File: config.mk
export PLATFORM = sky130hd
export DESIGN_NAME = reg_wr_arbiter
export DESIGN_NICKNAME = d
export VERILOG_FILES = /design/src/rtl/reg_arb_pkg.sv /design/src/rtl/rr_arb2.sv /design/src/rtl/reg_wr_arbiter.sv
export SDC_FILE = /design/constraint.sdc
export NUM_CORES = 1
export LEC_CHECK = 0
export CORE_MARGIN = 5
export CORE_UTILIZATION = 36
export DETAILED_ROUTE_END_ITERATION = 10
export PLACE_DENSITY = 0.79
export SYNTH_ARGS = -nofsm -noshare
export SYNTH_HDL_FRONTEND = slang
export SYNTH_HIERARCHICAL = 1
export SYNTH_SLANG_ARGS = --single-unit
File: constraint.sdc
create_clock -name clk -period 2.3 [get_ports clk]
set_clock_uncertainty 0.2 [all_clocks]
set_input_delay 0.69 -clock clk [delete_from_list [all_inputs] [get_ports clk]]
set_output_delay 0.69 -clock clk [all_outputs]
set_load 0.03 [all_outputs]
File: src/rtl/reg_arb_pkg.sv
// Shared widths and requester indices for the register-file write arbiter.
package reg_arb_pkg;
   localparam int DATA_W  = 16;
   localparam int ADDR_W  = 3;
   localparam int REQ_ALU = 0;
   localparam int REQ_MEM = 1;
endpackage

File: src/rtl/rr_arb2.sv
// Combinational two-way round-robin grant; the requester that did not win last
// time has priority when both ask.
module rr_arb2 (
   input  logic [1:0] req,
   input  logic       last_grant,
   input  logic       can_grant,
   output logic [1:0] gnt
);
   import reg_arb_pkg::*;

   always_comb begin
      gnt = 2'b00;
      if (can_grant) begin
         unique case (req)
            2'b01:   gnt[REQ_ALU] = 1'b1;
            2'b10:   gnt[REQ_MEM] = 1'b1;
            2'b11:   gnt = last_grant ? 2'b01 : 2'b10;
            default: gnt = 2'b00;
         endcase
      end
   end
endmodule

File: src/rtl/reg_wr_arbiter.sv
// Arbitrates the register-file write port between ALU and load writeback.
// Optional: REG_WR_ARB_R0_DISCARD_EN acks writes to R0 without loading the slot.
module reg_wr_arbiter
   import reg_arb_pkg::*;
#(
   parameter int DATA_W_P = DATA_W,
   parameter int ADDR_W_P = ADDR_W
) (
   input  logic                clk,
   input  logic                reset,
   input  logic                alu_req,
   input  logic [ADDR_W_P-1:0] alu_addr,
   input  logic [DATA_W_P-1:0] alu_data,
   output logic                alu_ack,
   input  logic                mem_req,
   input  logic [ADDR_W_P-1:0] mem_addr,
   input  logic [DATA_W_P-1:0] mem_data,
   output logic                mem_ack,
   input  logic                rf_stall,
   output logic                rf_wr_en,
   output logic [ADDR_W_P-1:0] rf_wr_addr,
   output logic [DATA_W_P-1:0] rf_wr_data,
   output logic                last_grant
);
   logic                en_q, en_d;
   logic [ADDR_W_P-1:0] addr_q, addr_d;
   logic [DATA_W_P-1:0] data_q, data_d;
   logic                last_q, last_d;
   logic                can_grant;
   logic [1:0]          gnt_raw, gnt;
   logic [ADDR_W_P-1:0] win_addr;
   logic [DATA_W_P-1:0] win_data;

   assign can_grant = !en_q || !rf_stall;

   rr_arb2 u_arb (
      .req        ({mem_req, alu_req}),
      .last_grant (last_q),
      .can_grant  (can_grant),
      .gnt        (gnt_raw)
   );

   // Reset is asynchronous, so an ack must not escape while it is held.
   assign gnt      = reset ? 2'b00 : gnt_raw;
   assign win_addr = gnt[REQ_MEM] ? mem_addr : alu_addr;
   assign win_data = gnt[REQ_MEM] ? mem_data : alu_data;

   always_comb begin
      en_d   = en_q;
      addr_d = addr_q;
      data_d = data_q;
      last_d = last_q;
      if (|gnt) begin
         last_d = gnt[REQ_MEM];
`ifdef REG_WR_ARB_R0_DISCARD_EN
         if (win_addr == '0) begin
            en_d = 1'b0;
         end else begin
            en_d   = 1'b1;
            addr_d = win_addr;
            data_d = win_data;
         end
`else
         en_d   = 1'b1;
         addr_d = win_addr;
         data_d = win_data;
`endif
      end else if (en_q && !rf_stall) begin
         en_d = 1'b0;
      end
   end

   always_ff @(posedge clk or posedge reset) begin
      if (reset) begin
         en_q   <= 1'b0;
         addr_q <= '0;
         data_q <= '0;
         last_q <= 1'b1;
      end else begin
         en_q   <= en_d;
         addr_q <= addr_d;
         data_q <= data_d;
         last_q <= last_d;
      end
   end

   assign alu_ack    = gnt[REQ_ALU];
   assign mem_ack    = gnt[REQ_MEM];
   assign rf_wr_en   = en_q;
   assign rf_wr_addr = addr_q;
   assign rf_wr_data = data_q;
   assign last_grant = last_q;
endmodule

Word-level counts from Yosys, hierarchy flattened
Cells that the tools add are included.
W data, S select, Z words.
Storage, ports and cells
  bits in registers: 21
  output and inout port bits: 23
Operators by class
  muxes and demuxes: 9
  reduce and logical (&&, ||, !) cells: 6
  equality and inequality tests: 3
Operator list (count)
  $mux W16: 1
  $mux W2: 3
  $eq A2 B2 Y1 const B: 2
  $pmux W1 S2: 2
  $mux W3: 1
  $eq A2 B1 Y1 const B: 1
  $logic_not A1 Y1: 2
  $mux W1: 2
  $reduce_bool A2 Y1: 1
  $reduce_or A2 Y1: 1
  $logic_and A1 B1 Y1: 1
  $logic_or A1 B1 Y1: 1

Logic depth before layout (Yosys ltp)
Gate-level depths: netlist of run 1.
  word-level depth: 6
  depth in mapped cells: 7

Cells and area by module
Netlist of run 1, hierarchy kept.
Modules (own cells, without submodules)
  reg_wr_arbiter: cells each 78, seq. area each 526.8 um^2, area each 1027.2 um^2, times used 1
  rr_arb2: cells each 5, seq. area each 0.0 um^2, area each 21.3 um^2, times used 1

Least setup slack after synthesis of run 1
OpenSTA, ideal clock, no wires.
  kind: in2out
  start: input port rf_stall
  end: output port mem_ack
  path buffers: 1
  slack: -87 ps
  data required time: 1410 ps
  data arrival time: 1497 ps
  stages on the path: 6
  cells stage by stage: nand2_1 -> nand2_1 -> a21oi_1 -> nand2b_1 -> clkbuf_1 -> inv_1
On the way
  word-level cells in the longest chain between the ends: 4
Ends and longest elaborated chain
  start, declared: line reg_wr_arbiter.sv:19  | input logic rf_stall,
  $logic_not A1 Y1: line reg_wr_arbiter.sv:34  | assign can_grant = !en_q || !rf_stall;
  $logic_or A1 B1 Y1: line reg_wr_arbiter.sv:34
  $mux W2: line rr_arb2.sv:13  | if (can_grant) begin
  via gnt_raw[1]: line reg_wr_arbiter.sv:30  | logic [1:0] gnt_raw, gnt;
  $mux W2: line reg_wr_arbiter.sv:44  | assign gnt = reset ? 2'b00 : gnt_raw;
  end, declared: line reg_wr_arbiter.sv:18  | output logic mem_ack,
The timed path passes the listed nets, and every way through them passes these cells.

Worst setup path after layout of run 1
  start: input port rf_stall
  end: output port alu_ack
On the way
  word-level cells in the longest chain between the ends: 4
Ends and longest elaborated chain
  $logic_not A1 Y1: line reg_wr_arbiter.sv:34
  $logic_or A1 B1 Y1: line reg_wr_arbiter.sv:34
  via can_grant: line reg_wr_arbiter.sv:29  | logic can_grant;
  $mux W2: line rr_arb2.sv:13
  via gnt_raw[0]: line reg_wr_arbiter.sv:30
  $mux W2: line reg_wr_arbiter.sv:44
  end, declared: line reg_wr_arbiter.sv:14  | output logic alu_ack,
The timed path passes the listed nets, and every way through them passes these cells.

==> impl_metrics.env, run 1 <==
export IMPL_outcome="complete, no violations"
export IMPL_crit_required_ns=1.41
export IMPL_ys_seq_elements=21
export IMPL_finalMaxSlewViolations=0
export IMPL_wl_per_cell_um=18.3
export IMPL_cts_made_buffers=3
export IMPL_stdcell_area_um2=1850
export IMPL_wl_um=3410
export IMPL_tightest_slew_ns=0.369
export IMPL_drive_gt1_share_pct=31.6
export IMPL_layout_nets=199
export IMPL_synth_most_common_cell="dfrtp_1"
export IMPL_finalCritPeriodShare_pct=99.2
export IMPL_finalCriticalPeriod_ns=2.28
export IMPL_ys_top_cells_by_area="dfrtp_1, o221a_2, or4b_1, dfstp_2, buf_2"
export IMPL_cts_tree="done"
export IMPL_cts_htree_levels=1
export IMPL_die_w_um=64.0
export IMPL_utilization_pct=66.7
export IMPL_core_um2=2780
export IMPL_holdWs_ns=0.343
export IMPL_syn_cell_area_um2=1050
export IMPL_dpl_cell_area_um2=1750
export IMPL_ys_seq_area_share_pct=50.2
export IMPL_insertion_delay_ns=0.30
export IMPL_drtAntennaViolNets=0
export IMPL_routed_top_layer="met4"
export IMPL_arrival_ns=1.39
export IMPL_grt_pass1_wl_um=5460
export IMPL_end_kind="output pin"
export IMPL_crit_type="primary input to output pin"
export IMPL_finalHoldViolCount=0
export IMPL_dr_wl_met2_um=1790
export IMPL_wl_met3_um=132
export IMPL_hold_path_class="flip-flop to flip-flop"
export IMPL_grt_use_total_pct=16.9
export IMPL_initial_utilization_pct=37.7
export IMPL_path_clk_slew_ns=0.12
export IMPL_synth_edf_count=0
export IMPL_yosysWarningCount=6
export IMPL_dp_hpwl_um=2550
export IMPL_chipHeight_um=64.0
export IMPL_clock_sinks=21
export IMPL_wl_met1_um=1400
export IMPL_avgSynthCellArea_um2=12.6
export IMPL_grt_max_degree=21
export IMPL_maxSlewHeadroom_pct=75.3
export IMPL_postSynthCellCount=83
export IMPL_grt_setup_unrepaired="true"
export IMPL_drc_errors=0
export IMPL_cts_hold_buf=0
export IMPL_clk_path_buf_depth=2
export IMPL_power_density_nw_per_um2=795
export IMPL_rows=19
export IMPL_max_freq_mhz=438
export IMPL_synth_top_area_share_pct=47.7
export IMPL_critPathLaunchType="primary input"
export IMPL_diodes=0
export IMPL_yosysTopAreaCell="dfrtp_1"
export IMPL_leakagePower_nw=0.798
export IMPL_maxCapViolCount=0
export IMPL_vias=1010
export IMPL_p_total_mw=1.47
export IMPL_ys_types=14
export IMPL_crit_fanout=3
export IMPL_grt_pass1_vias=1142
export IMPL_ioPinCount=66
export IMPL_synthFlopType="dfrtp_1"
export IMPL_cts_root_buf="clkbuf_4"
export IMPL_grt_antenna_before_repair=0
export IMPL_place_congestion=0.702
export IMPL_die_area_um2=4090
export IMPL_synth_commonest_cells="dfrtp_1, o221a_2, or4b_1"
export IMPL_setup_viol=0
export IMPL_grt_overflow_total=0
export IMPL_peakVddDrop_mv=0.507
export IMPL_numPortBuffers=65
export IMPL_syn_nets=126
export IMPL_async_flop_share_pct=100
export IMPL_vias_per_cell=5.43
export IMPL_synthToLayoutAreaGrowth_pct=76.8
export IMPL_first_iter_violations=31
export IMPL_drtPass1Iterations=4
==> worst paths after layout <==
path | startpoint | endpoint | slack, ns | cells past startpoint
worst max-delay path | rf_stall | alu_ack | 0.02 | 6
worst min-delay path | last_grant | last_grant | 0.34 | 2
worst max register to register | last_grant | rf_wr_data[11] | 0.13 | 8
worst min register to register | last_grant | last_grant | 0.34 | 2
max in group asynchronous | reset | rf_wr_data[11] | 1.07 | 4
min in group asynchronous | reset | rf_wr_en | 0.42 | 3
==> cell usage in the layout (no fill, tap or decap), drive strengths merged <==
cell            n
clkinv          1
clkdlybuf4s15   1
dlymetal6s2s   11
buf            16
clkbuf          4
or4b           19
nand2b          2
o21ba           1
nand2           3
dfrtp          20
dlygate4sd2     2
a21oi           2
and2b           1
clkdlybuf4s50  47
o21ai           1
o221a          19
dfstp           1
inv             4
==> metal layers <==
layer  track usage [%]  up-vias
met5                 0        -
met4              7.27        0
met3              4.03        8
met2              28.3       27
met1              20.5      491
li1                  -      484
==> through the flow <==
stage,TNS [ns],cells,worst slack [ns]
floorplan,-0.0241,83,-0.0241
global placement,-6.28,177,-0.294
detailed placement,-8.33,177,-0.392
CTS,0,185,0.0133
global route,-0.113,186,-0.0619
finish,0,186,0.0184
==> final cells by class <==
cell class,count,area [um^2]
clock buffer,3,22.5
clock inverter,1,5.00
fill,209,927
inverter,4,15.0
multi-input combinational,48,480
sequential,21,527
tap,31,38.8
timing repair buffer,78,766
==> kinds of logic (layout without fill, tap and decap cells) <==
| kind of cell | Yosys count | in the layout | share of synthesized area [%] |
|---|---|---|---|
| AO/OA/AOI/OAI | 23 | 23 | 22.8 |
| buffers and inverters | 14 | 86 | 5.85 |
| flip-flops | 21 | 21 | 50.2 |
| AND/OR/NAND/NOR | 25 | 25 | 21.1 |
==> worst max-delay path: stages <==
cell and delay (ns):
buf_2 0.10, nand2_2 0.08, nand2_1 0.08, a21oi_2 0.12, and2b_2 0.18, buf_6 0.13
==> where the power goes <==
group,internal (mW),switching [mW]
Clock,0.0648,0.113
Combinational,0.368,0.381
Sequential,0.477,0.0692
Total,0.910,0.564
==> sequential cells by signal, indices dropped and copies added (netlist names) <==
register,flops
rf_wr_data,16
rf_wr_addr,3
rf_wr_en,1
last_grant,1
==> what timing repair did <==
| item | in CTS | in global routing |
|---|---|---|
| buffers inserted | 4 | 1 |
| gates resized for setup | 15 | 15 |
| pin swaps | 2 | 1 |
| endpoints found under the setup margin | 22 | 32 |
| gates cloned | 0 | 0 |
(Power assumes the default switching activity.)
==> inputs of run 2 (changes only) <==
--- a/config.mk
+++ b/config.mk
@@ -8,6 +8,7 @@
 export CORE_MARGIN = 5
 export CORE_UTILIZATION = 36
 export DETAILED_ROUTE_END_ITERATION = 10
+export GPL_ROUTABILITY_DRIVEN = 0
 export PLACE_DENSITY = 0.79
 export SYNTH_ARGS = -nofsm -noshare
 export SYNTH_HDL_FRONTEND = slang
==> results of run 2 <==
Same layout as run 1: the final DEF is identical, and so are final timing and power.
